<file path="src/rtl/aurora_pkg.sv">
// Shared constants, enums and block classifier for the Aurora receive block parser.
package aurora_pkg;

   localparam logic [1:0] HDR_DATA     = 2'b01;
   localparam logic [1:0] HDR_CTRL     = 2'b10;
   localparam logic [7:0] BT_IDLE      = 8'h78;
   localparam logic [7:0] BT_USERK_MIN = 8'hD2;
   localparam logic [7:0] BT_USERK_MAX = 8'hFF;

   typedef enum logic [1:0] {
      ST_DOWN = 2'd0,
      ST_SYNC = 2'd1,
      ST_UP   = 2'd2
   } lane_state_t;

   typedef enum logic [1:0] {
      BLK_DATA  = 2'd0,
      BLK_IDLE  = 2'd1,
      BLK_USERK = 2'd2,
      BLK_BAD   = 2'd3
   } blk_class_t;

   function automatic blk_class_t classify(input logic [1:0] hdr, input logic [7:0] btype);
      blk_class_t c;
      c = BLK_BAD;
      if (hdr == HDR_DATA) begin
         c = BLK_DATA;
      end else if (hdr == HDR_CTRL) begin
         if (btype == BT_IDLE)
            c = BLK_IDLE;
         // widened compare so the upper bound stays meaningful if the range ever shrinks
         else if (btype >= BT_USERK_MIN && {1'b0, btype} <= {1'b0, BT_USERK_MAX})
            c = BLK_USERK;
      end
      return c;
   endfunction

endpackage

</file>
<file path="src/rtl/aurora_sat_counter.sv">
// Saturating up-counter with synchronous clear; holds at all-ones.
module aurora_sat_counter #(
   parameter int W = 32
) (
   input  logic         clk,
   input  logic         rst,
   input  logic         inc,
   input  logic         clr,
   output logic [W-1:0] count
);

   always_ff @(posedge clk or posedge rst) begin
      if (rst)
         count <= '0;
      else if (clr)
         count <= '0;
      else if (inc && (count != {W{1'b1}}))
         count <= count + W'(1);
   end

endmodule

</file>
<file path="src/rtl/aurora_rx_block_parser.sv">
// Aurora 64b/66b receive block parser: classify, forward payload, lane-up FSM with watchdogs.
// Optional statistics counters enabled by AURORA_RX_PARSER_STATS_EN.
//
// state   | meaning
// DOWN    | no lock; waiting for first good block
// SYNC    | counting consecutive good blocks toward LOCK_CNT
// UP      | lane up; payload forwarded, error-rate and gap watchdogs armed
module aurora_rx_block_parser
   import aurora_pkg::*;
#(
   parameter int LOCK_CNT   = 32,
   parameter int ERR_MAX    = 16,
   parameter int ERR_WINDOW = 1024,
   parameter int TIMEOUT    = 256
) (
   input  logic        clk_rx_i,
   input  logic        rst_i,
   input  logic [63:0] rx_data_i,
   input  logic [1:0]  rx_header_i,
   input  logic        rx_valid_i,
   output logic [63:0] data_o,
   output logic        data_valid_o,
   output logic [55:0] user_k_o,
   output logic [7:0]  user_k_type_o,
   output logic        user_k_valid_o,
   output logic        lane_up_o,
   output logic        hdr_err_o
`ifdef AURORA_RX_PARSER_STATS_EN
   ,
   output logic [31:0] blk_cnt_o,
   output logic [31:0] err_cnt_o
`endif
);

   localparam int LOCK_W = $clog2(LOCK_CNT) + 1;
   localparam int ERR_W  = $clog2(ERR_MAX) + 1;
   localparam int WIN_W  = $clog2(ERR_WINDOW) + 1;
   localparam int GAP_W  = $clog2(TIMEOUT) + 1;

   lane_state_t       state, state_n;
   logic [LOCK_W-1:0] lock_cnt, lock_cnt_n;
   logic [ERR_W-1:0]  err_cnt, err_cnt_n, err_sum;
   logic [WIN_W-1:0]  win_cnt, win_cnt_n, win_sum;
   logic [GAP_W-1:0]  gap_cnt, gap_cnt_n;

   blk_class_t cls;
   logic       is_bad, is_good, gap_hit, fwd_data, fwd_userk;

   always_comb begin
      cls       = classify(rx_header_i, rx_data_i[63:56]);
      is_bad    = rx_valid_i && (cls == BLK_BAD);
      is_good   = rx_valid_i && (cls != BLK_BAD);
      gap_hit   = (state != ST_DOWN) && !rx_valid_i && (gap_cnt == GAP_W'(TIMEOUT - 1));
      fwd_data  = rx_valid_i && (state == ST_UP) && (cls == BLK_DATA);
      fwd_userk = rx_valid_i && (state == ST_UP) && (cls == BLK_USERK);
   end

   always_comb begin
      state_n    = state;
      lock_cnt_n = lock_cnt;
      err_cnt_n  = err_cnt;
      win_cnt_n  = win_cnt;
      gap_cnt_n  = (state == ST_DOWN || rx_valid_i) ? '0 : gap_cnt + GAP_W'(1);
      win_sum    = win_cnt + WIN_W'(1);
      err_sum    = err_cnt + ERR_W'(is_bad);

      case (state)
         ST_DOWN: begin
            lock_cnt_n = '0;
            if (is_good) begin
               state_n    = ST_SYNC;
               lock_cnt_n = LOCK_W'(1);
            end
         end
         ST_SYNC: begin
            if (gap_hit || is_bad) begin
               state_n = ST_DOWN;
            end else if (is_good) begin
               if (lock_cnt == LOCK_W'(LOCK_CNT - 1)) begin
                  state_n    = ST_UP;
                  lock_cnt_n = '0;
                  win_cnt_n  = '0;
                  err_cnt_n  = '0;
               end else begin
                  lock_cnt_n = lock_cnt + LOCK_W'(1);
               end
            end
         end
         ST_UP: begin
            if (rx_valid_i) begin
               // threshold is checked before the window wraps, so the closing block's error counts
               if (err_sum == ERR_W'(ERR_MAX)) begin
                  state_n = ST_DOWN;
               end else if (win_sum == WIN_W'(ERR_WINDOW)) begin
                  win_cnt_n = '0;
                  err_cnt_n = '0;
               end else begin
                  win_cnt_n = win_sum;
                  err_cnt_n = err_sum;
               end
            end else if (gap_hit) begin
               state_n = ST_DOWN;
            end
         end
         default: state_n = ST_DOWN;
      endcase

      if (state_n == ST_DOWN) begin
         lock_cnt_n = (state == ST_DOWN) ? lock_cnt_n : '0;
         err_cnt_n  = '0;
         win_cnt_n  = '0;
         gap_cnt_n  = '0;
      end
   end

   always_ff @(posedge clk_rx_i or posedge rst_i) begin
      if (rst_i) begin
         state    <= ST_DOWN;
         lock_cnt <= '0;
         err_cnt  <= '0;
         win_cnt  <= '0;
         gap_cnt  <= '0;
      end else begin
         state    <= state_n;
         lock_cnt <= lock_cnt_n;
         err_cnt  <= err_cnt_n;
         win_cnt  <= win_cnt_n;
         gap_cnt  <= gap_cnt_n;
      end
   end

   always_ff @(posedge clk_rx_i or posedge rst_i) begin
      if (rst_i) begin
         data_o         <= '0;
         data_valid_o   <= 1'b0;
         user_k_o       <= '0;
         user_k_type_o  <= '0;
         user_k_valid_o <= 1'b0;
         lane_up_o      <= 1'b0;
         hdr_err_o      <= 1'b0;
      end else begin
         data_valid_o   <= fwd_data;
         user_k_valid_o <= fwd_userk;
         hdr_err_o      <= is_bad;
         lane_up_o      <= (state_n == ST_UP);
         if (fwd_data)
            data_o <= rx_data_i;
         if (fwd_userk) begin
            user_k_o      <= rx_data_i[55:0];
            user_k_type_o <= rx_data_i[63:56];
         end
      end
   end

`ifdef AURORA_RX_PARSER_STATS_EN
   aurora_sat_counter #(.W(32)) u_blk_cnt (
      .clk   (clk_rx_i),
      .rst   (rst_i),
      .inc   (rx_valid_i),
      .clr   (1'b0),
      .count (blk_cnt_o)
   );

   aurora_sat_counter #(.W(32)) u_err_cnt (
      .clk   (clk_rx_i),
      .rst   (rst_i),
      .inc   (is_bad),
      .clr   (1'b0),
      .count (err_cnt_o)
   );
`endif

endmodule

</file>
<file path="config.mk">
export PLATFORM = sky130hd
export DESIGN_NAME = aurora_rx_block_parser
export DESIGN_NICKNAME = d
export VERILOG_FILES = /design/src/rtl/aurora_pkg.sv /design/src/rtl/aurora_sat_counter.sv /design/src/rtl/aurora_rx_block_parser.sv
export SDC_FILE = /design/constraint.sdc
export NUM_CORES = 1
export LEC_CHECK = 0
export ABC_AREA = 1
export CAP_MARGIN = 20
export CORE_MARGIN = 4
export CORE_UTILIZATION = 35
export DETAILED_ROUTE_END_ITERATION = 7
export PLACE_DENSITY = 0.66
export SYNTH_ARGS = -nofsm -noshare
export SYNTH_HDL_FRONTEND = slang
export SYNTH_SLANG_ARGS = --single-unit
</file>
<file path="constraint.sdc">
create_clock -name clk_rx_i -period 8.2 [get_ports clk_rx_i]
set_input_delay 1.64 -clock clk_rx_i [delete_from_list [all_inputs] [get_ports clk_rx_i]]
set_output_delay 1.64 -clock clk_rx_i [all_outputs]
set_load 0.05 [all_outputs]
</file>
Word-level counts from Yosys, hierarchy flattened
Cells that the tools add are included.
{"block": "word_totals", "ff_bits": 165, "inputBits": 69, "out_inout_bits": 132, "word_cells": 88}
{"block": "classes", "add_sub_neg": 4, "order_cmp": 1, "n_eq_ne": 18, "muxes": 37, "n_reduce_logical": 16}
{"operator": "11-bit two-way mux", "count": 7}
{"operator": "5-bit two-way mux", "count": 7}
{"operator": "6-bit two-way mux", "count": 5}
{"operator": "11-bit one-hot mux with 2 select lines", "count": 1}
{"operator": "2-bit two-way mux", "count": 10}
{"operator": "9-bit two-way mux", "count": 2}
{"operator": "6-bit one-hot mux with 2 select lines", "count": 1}
{"operator": "11-bit by 1-bit adder with 11-bit output (second input constant)", "count": 1}
{"operator": "11-bit equality test (second input constant)", "count": 1}
{"operator": "2-bit equality test (second input constant)", "count": 5}
{"operator": "5-bit one-hot mux with 2 select lines", "count": 1}
{"operator": "9-bit by 1-bit adder with 9-bit output (second input constant)", "count": 1}
{"operator": "9-bit by 8-bit equality test with 1-bit output (second input constant)", "count": 1}
{"operator": "3-bit != test (second input constant)", "count": 3}
{"operator": "8-bit by 7-bit equality test with 1-bit output (second input constant)", "count": 1}
{"operator": "8-bit >= comparator (second input constant)", "count": 1}
{"operator": "1-bit logical AND", "count": 7}
{"operator": "6-bit by 1-bit adder with 6-bit output (second input constant)", "count": 1}
{"operator": "6-bit by 5-bit equality test with 1-bit output (second input constant)", "count": 1}
{"operator": "2-bit zero test", "count": 3}
{"operator": "3-bit by 2-bit != test with 1-bit output (second input constant)", "count": 2}
{"operator": "2-bit one-hot mux with 3 select lines", "count": 1}
{"operator": "6-bit AND reduction", "count": 1}
{"operator": "5-bit by 1-bit adder with 5-bit output", "count": 1}
{"operator": "8 further kinds", "count": 11}

Logic depth before layout (Yosys ltp)
Gate-level depths: netlist of the first run.
{"block": "depth", "depth_word": 15, "ltp_mapped": 21, "ltp_nobuf": 20}

Worst setup path before layout of the first run
No wires, ideal clock.
{"block": "synth_path", "kind": "input to register", "from": "input rx_data_i[58]", "to": "register win_cnt[5]", "setup_time_ps": 117, "arrival_time_ps": 3644, "required_time_ps": 8083, "setup_slack_ps": 4439, "stages": 19, "path_buffers": 1, "cell_sequence": "inv_2 > nand2_1 > nand2_1 > nand2_1 > nand2_2 > nand3_4 > nor2_2 > ha_1 > ha_1 > nand3_1 > xor2_1 > nand4_1 > nand3_1 > nor2_8 > inv_4 > buf_6 > nand2_1 > nand2_1 > and2_4"}
{"block": "synth_via", "elab_chain_len": 15, "elab_cells_between_ends": 28, "classes_between": "add/sub: 1; order compare: 1; eq/ne: 9; mux: 11; reduce/logical: 6"}
{"element": "start: declaration", "line": "aurora_rx_block_parser.sv:18", "text": "input logic [63:0] rx_data_i,"}
{"element": "8-bit >= comparator", "line": "aurora_pkg.sv:32", "text": "else if (btype >= BT_USERK_MIN && {1'b0, btype} <= {1'b0, BT_USERK_MAX})"}
{"element": "1-bit two-way mux", "line": "aurora_pkg.sv:32"}
{"element": "2-bit two-way mux *", "line": "aurora_pkg.sv:29", "text": "if (btype == BT_IDLE)"}
{"element": "2-bit two-way mux *", "line": "aurora_pkg.sv:28", "text": "end else if (hdr == HDR_CTRL) begin"}
{"element": "2-bit two-way mux *", "line": "aurora_pkg.sv:26", "text": "if (hdr == HDR_DATA) begin"}
{"element": "2-bit equality test *", "line": "aurora_rx_block_parser.sv:51", "text": "is_bad = rx_valid_i && (cls == BLK_BAD);"}
{"element": "1-bit logical AND *", "line": "aurora_rx_block_parser.sv:51"}
{"element": "net is_bad", "line": "aurora_rx_block_parser.sv:47", "text": "logic is_bad, is_good, gap_hit, fwd_data, fwd_userk;"}
{"element": "5-bit by 1-bit adder with 5-bit output", "line": "aurora_rx_block_parser.sv:65", "text": "err_sum = err_cnt + ERR_W'(is_bad);"}
{"element": "5-bit equality test", "line": "aurora_rx_block_parser.sv:92", "text": "if (err_sum == ERR_W'(ERR_MAX)) begin"}
{"element": "2-bit two-way mux", "line": "aurora_rx_block_parser.sv:92"}
{"element": "2-bit two-way mux", "line": "aurora_rx_block_parser.sv:90", "text": "if (rx_valid_i) begin"}
{"element": "2-bit one-hot mux with 3 select lines", "line": "aurora_rx_block_parser.sv:67", "text": "case (state)"}
{"element": "2-bit zero test", "line": "aurora_rx_block_parser.sv:108", "text": "if (state_n == ST_DOWN) begin"}
{"element": "3-bit != test (no source line), or another cell as far along"}
{"element": "6-bit AND reduction (no source line)"}
{"element": "end signal: assignment", "line": "aurora_rx_block_parser.sv:127", "text": "win_cnt <= win_cnt_n;"}
{"element": "end: declaration", "line": "aurora_rx_block_parser.sv:43", "text": "logic [WIN_W-1:0] win_cnt, win_cnt_n, win_sum;"}
Mark *: on every way through the listed nets, which the timed path passes. The rest lies on a longest branch.
A chain may end at the register's enable or synchronous reset.

Worst setup path after layout of the first run
{"block": "layout_path", "from": "input rx_data_i[62]", "to": "register err_cnt[2]"}
{"block": "layout_via", "elab_chain_len": 15, "elab_cells_between_ends": 32, "classes_between": "add/sub: 1; order compare: 1; eq/ne: 9; mux: 15; reduce/logical: 6"}
{"element": "8-bit >= comparator", "line": "aurora_pkg.sv:32"}
{"element": "1-bit two-way mux", "line": "aurora_pkg.sv:32"}
{"element": "2-bit two-way mux *", "line": "aurora_pkg.sv:29"}
{"element": "2-bit two-way mux *", "line": "aurora_pkg.sv:28"}
{"element": "2-bit two-way mux *", "line": "aurora_pkg.sv:26"}
{"element": "2-bit equality test *", "line": "aurora_rx_block_parser.sv:51"}
{"element": "1-bit logical AND *", "line": "aurora_rx_block_parser.sv:51"}
{"element": "net is_bad", "line": "aurora_rx_block_parser.sv:47"}
{"element": "5-bit by 1-bit adder with 5-bit output", "line": "aurora_rx_block_parser.sv:65"}
{"element": "5-bit equality test", "line": "aurora_rx_block_parser.sv:92"}
{"element": "2-bit two-way mux", "line": "aurora_rx_block_parser.sv:92"}
{"element": "2-bit two-way mux", "line": "aurora_rx_block_parser.sv:90"}
{"element": "2-bit one-hot mux with 3 select lines", "line": "aurora_rx_block_parser.sv:67"}
{"element": "2-bit zero test", "line": "aurora_rx_block_parser.sv:108"}
{"element": "3-bit != test (no source line), or another cell as far along"}
{"element": "6-bit AND reduction (no source line)"}
{"element": "end signal: assignment", "line": "aurora_rx_block_parser.sv:126", "text": "err_cnt <= err_cnt_n;"}
{"element": "end: declaration", "line": "aurora_rx_block_parser.sv:42", "text": "logic [ERR_W-1:0] err_cnt, err_cnt_n, err_sum;"}
Mark *: on every way through the listed nets, which the timed path passes. The rest lies on a longest branch. The select of a mux whose other input is x is not followed.

==> results of run 1 <==
[layer usage]
layer | track usage, % | wire length (um)
met2 | 25.9 | 8790
met5 | 0 | 0
met1 | 22.8 | 8790
met3 | 3.39 | 1070
met4 | 5.01 | 375
[cell type report]
class | instances | area share (%)
tap | 270 | 3.33
timing repair buffer | 203 | 20.0
inverter | 116 | 4.38
clock buffer | 18 | 4.33
clock inverter | 14 | 1.35
multi-input combinational | 545 | 25.9
sequential | 165 | 40.7
[worst max path at each step]
stage | startpoint | to | depth (start not counted)
after global placement | rx_data_i[62] | err_cnt[2] | 18
after global routing | rx_data_i[60] | win_cnt[10] | 18
after CTS | rx_data_i[62] | err_cnt[2] | 18
after detailed placement | rx_data_i[62] | win_cnt[7] | 18
after floorplan | rst_i | data_o[0] | 1
final | rx_data_i[62] | err_cnt[2] | 18
[sequential cells by signal (all words and copies together) (netlist names)]
name / count
data_o: 64
user_k_valid_o: 1
err_cnt: 5
user_k_o: 56
win_cnt: 11
user_k_type_o: 8
state: 2
lane_up_o: 1
gap_cnt: 9
lock_cnt: 6
data_valid_o: 1
hdr_err_o: 1
[worst reg2reg max path, delay by kind of cell, from the launching register on]
family / cells / cell delay, ns
compound gates: 1 / 0.12
fa+ha+maj: 1 / 0.55
buf+inv: 3 / 0.87
flops: 1 / 0.45
simple gates: 3 / 0.74
[cells in the mapped netlist, types with 5 or more instances]
cell	n	share of area, %
nand2_1	229	12
dfrtp_1	165	56
o21ai_0	136	9.3
inv_1	110	5.6
nand3_1	48	3.3
nor2_1	44	2.2
clkbuf_1	23	1.2
a21oi_1	20	1.4
ha_1	10	1.7
xor2_1	7	0.83
and2_1	6	0.51
inv_2	5	0.26
nand3b_1	5	0.51
nor2b_1	5	0.43
[per-stage QoR]
step	cell area, sq um	utilization (%)	setup WS, ns	hold slack (ns)	power (mW)
after floorplan	7350	-	2.10	0.506	1.07
after CTS	10100	49.6	3.75	0.483	1.92
after detailed placement	9560	46.8	3.30	0.460	1.14
final	10100	49.6	3.73	0.478	1.89
after global routing	10100	49.6	3.43	0.498	1.99
after global placement	9560	46.8	3.39	0.454	1.14
[logic make-up after synthesis]
family	after synthesis
simple gates	363
fa+ha+maj	10
flops	165
xor+xnor	9
buf+inv	152
compound gates	163
[report_power, final]
group          total, mW  switching [mW]  internal [mW]
clock              0.770           0.359          0.411
sequential         0.854          0.0231          0.831
combinational      0.271           0.178         0.0924
==> impl_metrics.yaml, run 1 <==
outcome:
  status: "complete, no violations"
global_routing:
  grt_antenna_before_repair: 0
  grt_max_degree: 118
  grt_pass1_wl_mm: 31.4
  grt_pass1_vias: 5886
  track_usage_pct: 16.4
  overflow: 0
cts:
  cts_tree: "done"
  insertion_delay_ns: 0.42
  cts_sinks: 165
  ctsHoldBuffers: 0
  clockRootBuffer: "clkbuf_16"
  post-cts-setup-buffers: 0
  htree_levels: 4
  path_clk_slew_ns: 0.07
  cts_resized: 0
  cts_inserted_buffers: 17
  clk_path_buf_depth: 2
sta:
  fmax_mhz: 224
  skew_ns: 0.00898
  rsz0062_at_grt: "no"
  hold_violations: 0
  setup_tns_ns: 0
  period_minus_slack_ns: 4.47
  post-route-period-util_pct: 54.6
  slew_headroom_pct: 31.5
  maxSlewViolCount: 0
  setup_violations: 0
  worst-slew-pin-transition_ns: 1.03
synth:
  synthArstFlopShare_pct: 100
  synth_edf_count: 0
  ys_types: 34
  syn_inst: 862
  synth-seq-cells: 165
  seq_area_frac_synth_pct: 56.2
  ys.flop_type: "dfrtp_1"
  synth.area.mux_share_pct: 0
  synth_compound_area_share_pct: 11.2
  avgSynthCellArea_sq_um: 8.52
  yosys_warnings: 0
  synth_fa_ha_area_share_pct: 1.70
  syn_area_sq_um: 7350
  synth_top_family_by_area: "simple AND/OR/NAND/NOR gates"
  synth_xor_area_share_pct: 1.07
  syn-num-nets: 941
  synth-simple-area-share_pct: 21.6
die:
  fp.coreArea_sq_um: 20400
  ios: 201
  die_h_um: 153
  initial_core_util_pct: 36.0
  die_w_um: 153
  num_rows: 52
  dieArea_sq_um: 23400
setup_path:
  criticalPathCategory: "in2reg"
  crit_buf_inv: 1
  crit_path_start_kind: "input port"
  ff2ff_path_depth: 8
  cp_slowest_cell: "clkdlybuf4s50_1"
  cp_slowest_stage_delay_ns: 0.56
  cp_top_family: "simple AND/OR/NAND/NOR gates"
  rrSetupSlack_ns: 5.31
  required_ns: 8.52
  worstPathArrival_ns: 4.79
  worstPathCellList: "clkdlybuf4s50_1 -> nand2_1 -> nor2_1 -> nand2_2 -> nand3_4 -> nor2_2 -> ha_1 -> ha_1 -> nand3_1 -> xor2_1 -> nand3_1 -> nand2_1 -> nand2_1 -> nand3_1 -> nand3_2 -> nand2_2 -> nand2_4 -> and2_1"
  cp-end-kind: "flop"
  crit_fanout: 21
  r2r_end: "data_o[51]"
  rr_startpoint: "state[0]"
final_layout:
  multi_input_area_sq_um: 2630
  layoutNonFillerInstCount: 1331
  n_antenna_cell: 0
  area_growth_pct: 38.0
  seq_area_sq_um: 4130
  mostFrequentLayoutCell: "nand2_1"
  drive_gt1_share_pct: 6.13
  nNetsFinal: 1127
  nFillCells: 1915
  final_cell_mix: "229 x nand2_1, 200 x clkdlybuf4s50_1, 165 x dfrtp_1"
detailed_routing:
  ant_nets: 0
  wl_per_cell_um: 14.3
  drtIter0Drc: 405
  drtPass1Iterations: 5
  wl_mm: 19.0
  post-route-drc-count: 0
  viasPerCell: 4.65
  vias: 6186
min_path:
  holdCritPathClass: "reg2reg"
  min-delay-start: "user_k_type_o[7]"
  hold_path_end: "user_k_type_o[7]"
  holdPathStages: 1
placed_design:
  hpwl_mm: 13.6
  place.gp.congestion: 0.861
  io_buffers: 200
  placed_cells: 1299
job:
  maxCapViolations: 0
power:
  irDropWorstVdd_mv: 0.121
  powerDensity_nw_per_um2: 187
  leakage_nw: 4.76
Power figures use the tool's default switching activity.
==> inputs of run 2 (changes only) <==
Settings changed: PLACE_DENSITY 0.66 to 0.69.
Clock period 8.2 ns to 3.85 ns, I/O delays scaled along.
==> run 2 against run 1 <==
- power is 120% higher
- critical path depth stayed put
- first-iteration DRC count decreased by 9.4%
- core utilization grew 0.80 points
- sequential power is 110% higher
- via count up 0.31%
- clock power up 120%
- count of clock-buffer cells in the layout unchanged
- routed wire length up 1.4%
- non-clock buffer count increased by 11
- largest power group unchanged
==> impl_metrics.yaml, run 2 (synthesis gave the netlist of run 1 again) <==
outcome:
  status: "complete, no violations"
cts:
  ctsHoldBuffers: 0
  clockRootBuffer: "clkbuf_16"
  insertion_delay_ns: 0.42
  cts_tree: "done"
  htree_levels: 4
  clk_path_buf_depth: 2
  cts_inserted_buffers: 17
  cts_sinks: 165
  post-cts-setup-buffers: 0
  path_clk_slew_ns: 0.07
  cts_resized: 0
final_layout:
  final_util_pct: 50.4
  mostFrequentLayoutCell: "nand2_1"
  design_area_sq_um: 10300
  reg_top3: "data_o x64, user_k_o x56, win_cnt x11"
  final_cell_mix: "229 x nand2_1, 200 x clkdlybuf4s50_1, 165 x dfrtp_1"
  largest_register_ffs: 64
  regMostFlops: "data_o"
  nNetsFinal: 1138
  drive_gt1_share_pct: 7.09
  n_antenna_cell: 0
  layoutNonFillerInstCount: 1342
  area_growth_pct: 40.2
power:
  p_int_mw: 2.89
  p_seq_share_pct: 44.4
  p_switching_mw: 1.22
  leakage_nw: 4.86
  switching_share_pct: 29.7
  pwr-share-comb_pct: 15.0
  pwr-share-clk_pct: 40.6
  irDropWorstVdd_mv: 0.260
  fin_total_pwr_mw: 4.10
  powerDensity_nw_per_um2: 398
placed_design:
  placed_cell_area_sq_um: 9690
  dp_worst_setup_slack_ns: 0.228
  place.gp.congestion: 0.873
  placed_cells: 1309
  io_buffers: 200
  hpwl_mm: 14.1
setup_path:
  ff2ff_path_depth: 8
  worstPathArrival_ns: 3.51
  rrSetupSlack_ns: 1.13
  endpoint: "win_cnt[6]"
  crit_fanout: 18
  crit_path_start_kind: "input port"
  rr_startpoint: "state[0]"
  crit_path_start: "rx_data_i[62]"
  r2r_end: "data_o[21]"
  criticalPathCategory: "in2reg"
  required_ns: 4.15
  cp-end-kind: "flop"
sta:
  period_minus_slack_ns: 3.21
  fmax_mhz: 311
  layout_setup_ws_ns: 0.639
  slew_headroom_pct: 41.6
  rsz0062_at_grt: "no"
  hold_violations: 0
  worst-slew-pin-transition_ns: 0.875
  whs_ns: 0.469
  maxSlewViolCount: 0
  post-route-period-util_pct: 83.4
  setup_violations: 0
  skew_ns: 0.00903
  setup_tns_ns: 0
die:
  initial_core_util_pct: 36.0
  die_h_um: 153
  ios: 201
  die_w_um: 153
  num_rows: 52
  dieArea_sq_um: 23400
  fp.coreArea_sq_um: 20400
detailed_routing:
  wl_per_cell_um: 14.4
  drtPass1Iterations: 7
  vias: 6205
  ant_nets: 0
  wl_mm: 19.3
  post-route-drc-count: 0
  drtIter0Drc: 367
  viasPerCell: 4.62
job:
  maxCapViolations: 0
global_routing:
  grt_antenna_before_repair: 0
  grt_max_degree: 126
  grt_pass1_wl_mm: 31.2
  overflow: 0
  track_usage_pct: 16.4
  grt_pass1_vias: 5697
min_path:
  holdPathStages: 1
  holdCritPathClass: "reg2reg"
run 2: cell types whose count changed in the layout (fill, tap and decap cells not counted), sizes merged:
cell,change
clkinv,+1
buf,+11
inv,+1
clkinvlp,-2
run 2: worst max-delay path, cell delays in order:
cell and delay [ns]:
clkdlybuf4s50_1 0.58, nand2_1 0.09, nor2_1 0.17, nand2_2 0.10, nand3_4 0.13, nor2_2 0.07, ha_1 0.19, ha_1 0.20
nand3_1 0.10, xor2_1 0.24, nand3_1 0.11, nand2_1 0.07, nand2_1 0.08, nand3_1 0.09, nand3_2 0.10, nand2_2 0.10
nand2_4 0.14, and2_1 0.19
run 2: layout make-up:
| type | instances | area [sq um] |
|---|---|---|
| fillers | 1905 | 10100 |
| flip-flops and latches | 165 | 4130 |
| multi-input cells | 545 | 2630 |
| repair buffers | 214 | 2180 |
| inverters | 116 | 443 |
| clock buffers | 18 | 439 |
| well taps | 270 | 338 |
| clock inverters | 14 | 148 |
run 2: per-layer routing:
metal / global-route usage (%) / share of wire (%) / up-vias
met5: 0 / 0 / -
met4: 3.44 / 0.98 / 0
met3: 4.38 / 6.2 / 12
met2: 26.1 / 47 / 183
met1: 22.6 / 46 / 2908
li1: - / - / 3102
run 2: power by group through the flow:
stage / registers [mW] / clock network (mW) / logic, mW
floorplan: 1.84 / 0 / 0.435
global placement: 1.85 / 0 / 0.612
detailed placement: 1.85 / 0 / 0.619
CTS: 1.82 / 1.72 / 0.621
global route: 1.83 / 1.79 / 0.699
finish: 1.82 / 1.66 / 0.617
run 2: how the worst min path moves through the flow:
stage / startpoint / end / slack [ns]
2_1_floorplan: gap_cnt[0] / gap_cnt[0] / 0.51
3_3_place_gp: user_k_type_o[7] / user_k_type_o[7] / 0.45
3_5_place_dp: user_k_type_o[7] / user_k_type_o[7] / 0.46
4_1_cts: user_k_type_o[7] / user_k_type_o[7] / 0.47
5_1_grt: user_k_type_o[7] / user_k_type_o[7] / 0.48
6_report: user_k_type_o[7] / user_k_type_o[7] / 0.47
==> inputs of run 3 (changes only) <==
Settings changed: PLACE_DENSITY 0.69 to 0.66.
Clock period 3.85 ns to 3.18 ns, I/O delays scaled along.
==> run 3 against run 2 <==
- largest cell class unchanged
- die area stayed put
- sequential share of layout area is 0.58 points lower
- routed wire length is 0.61% lower
- sequential power is 21% higher
- cell count is 1.3% higher
- critical path depth stayed put
- critical endpoint unchanged
- global-route usage hardly changed
- register-to-register slack worse by 0.14 ns
- highest routed layer unchanged
==> impl_metrics.yaml, run 3 (synthesis gave the netlist of run 1 again) <==
global_routing:
  track_usage_pct: 16.4
  grt_pass1_wl_mm: 31.3
  grt_antenna_before_repair: 0
  grt_use_met1_pct: 22.8
  use_met2_pct: 25.6
  grt_use_met3_pct: 4.21
  busiest_layer: "met2"
  overflow: 0
  grt_max_degree: 128
  grt_pass1_vias: 5883
die:
  ios: 201
  dieArea_sq_um: 23400
  die_h_um: 153
  initial_core_util_pct: 36.0
  num_rows: 52
  die_w_um: 153
  fp.coreArea_sq_um: 20400
cts:
  insertion_delay_ns: 0.42
  cts_inserted_buffers: 17
  clk_path_buf_depth: 2
  htree_levels: 4
  path_clk_slew_ns: 0.06
  cts_sinks: 165
  cts_tree: "done"
  clockRootBuffer: "clkbuf_16"
setup_path:
  worstPathArrival_ns: 3.22
  criticalPathCategory: "in2reg"
  required_ns: 3.49
  crit_path_start_kind: "input port"
  cp_slowest_cell: "clkdlybuf4s50_1"
  cp_slowest_stage_delay_ns: 0.47
  crit_fanout: 18
  cp-end-kind: "flop"
  worstPathCellList: "clkdlybuf4s50_1 -> a21oi_1 -> nand2_1 -> nand2_2 -> nand3_4 -> nor2_2 -> ha_1 -> ha_1 -> nand3_1 -> xor2_1 -> nand3_1 -> nand2_1 -> nand2_1 -> nand3_1 -> nand3_2 -> nand2_2 -> nand2_8 -> and2_1"
sta:
  fmax_mhz: 343
  rsz0062_at_grt: "no"
  maxSlewViolCount: 0
  hold_violations: 0
  slew_headroom_pct: 61.6
  worst-slew-pin-transition_ns: 0.575
  post-route-period-util_pct: 91.6
  setup_tns_ns: 0
  period_minus_slack_ns: 2.91
  setup_violations: 0
  skew_ns: 0.00832
final_layout:
  reg_top3: "data_o x64, user_k_o x56, win_cnt x11"
  final_cell_mix: "229 x nand2_1, 200 x clkdlybuf4s50_1, 165 x dfrtp_1"
  largest_register_ffs: 64
  design_area_sq_um: 10500
  regMostFlops: "data_o"
  n_antenna_cell: 0
  nNetsFinal: 1155
  area_growth_pct: 42.2
  mostFrequentLayoutCell: "nand2_1"
  final_util_pct: 51.2
  drive_gt1_share_pct: 8.54
detailed_routing:
  vias: 6219
  post-route-drc-count: 0
  wl_per_cell_um: 14.1
  drtIter0Drc: 356
  wl_mm: 19.2
  viasPerCell: 4.58
  drtPass1Iterations: 4
  ant_nets: 0
power:
  irDropWorstVdd_mv: 0.316
  leakage_nw: 4.95
  powerDensity_nw_per_um2: 481
placed_design:
  hpwl_mm: 14.1
  io_buffers: 200
  placed_cell_area_sq_um: 9850
  place.gp.congestion: 0.861
outcome:
  status: "complete, no violations"
job:
  maxCapViolations: 0
min_path:
  holdCritPathClass: "reg2reg"
[run 3: path summary, 6_finish.rpt]
kind,start,end,slack (ns),cells past startpoint
setup / recovery,rx_data_i[60],win_cnt[6],0.27,18
hold / removal,user_k_type_o[6],user_k_type_o[6],0.48,1
setup reg to reg,gap_cnt[0],win_cnt[6],0.99,14
hold reg to reg,user_k_type_o[6],user_k_type_o[6],0.48,1
max in group asynchronous,rst_i,data_o[49],2.12,3
min in group asynchronous,rst_i,data_o[55],0.72,3
[run 3: worst max-delay path, delay by kind of cell]
family,cells,cell delay (ns)
XOR/XNOR,1,0.21
AO/OA/AOI/OAI,1,0.17
AND/OR/NAND/NOR,13,1.37
adder cells (fa/ha/maj),2,0.35
buffers and inverters,1,0.47
[run 3: metrics by stage]
stage	std cells	setup WS [ns]	hold slack, ns	total power, mW
2_1_floorplan	862	0.423	0.506	2.76
3_3_place_gp	1327	-0.147	0.455	3.03
3_5_place_dp	1327	-0.199	0.462	3.03
4_1_cts	1359	0.245	0.477	5.06
5_1_grt	1359	0.00156	0.490	5.28
6_report	1359	0.269	0.479	5.03
[run 3: what timing repair did]
action | 4_1_cts | 5_1_grt
gates resized for setup | 0 | 2
buffers inserted | 0 | 0
hold buffers | 0 | 0
endpoints found under the setup margin | 0 | 12
[run 3: layer usage]
metal / vias up / wire length (um)
li1: 3140 / -
met1: 2869 / 8870
met2: 189 / 8880
met3: 21 / 1140
met4: 0 / 279
met5: - / 0
[run 3: power by group]
part / internal, mW / leakage [nW] / total, mW / switching [mW]
Clock: 1.08 / 0.292 / 2.02 / 0.946
Sequential: 2.14 / 2.30 / 2.20 / 0.0604
Combinational: 0.317 / 2.36 / 0.801 / 0.484
[run 3: area by class of cell]
type | instances | area, sq um
well taps | 270 | 338
clock buffers | 18 | 439
inverters | 116 | 443
clock inverters | 14 | 153
flip-flops and latches | 165 | 4130
repair buffers | 231 | 2310
fillers | 1930 | 9980
multi-input cells | 545 | 2640
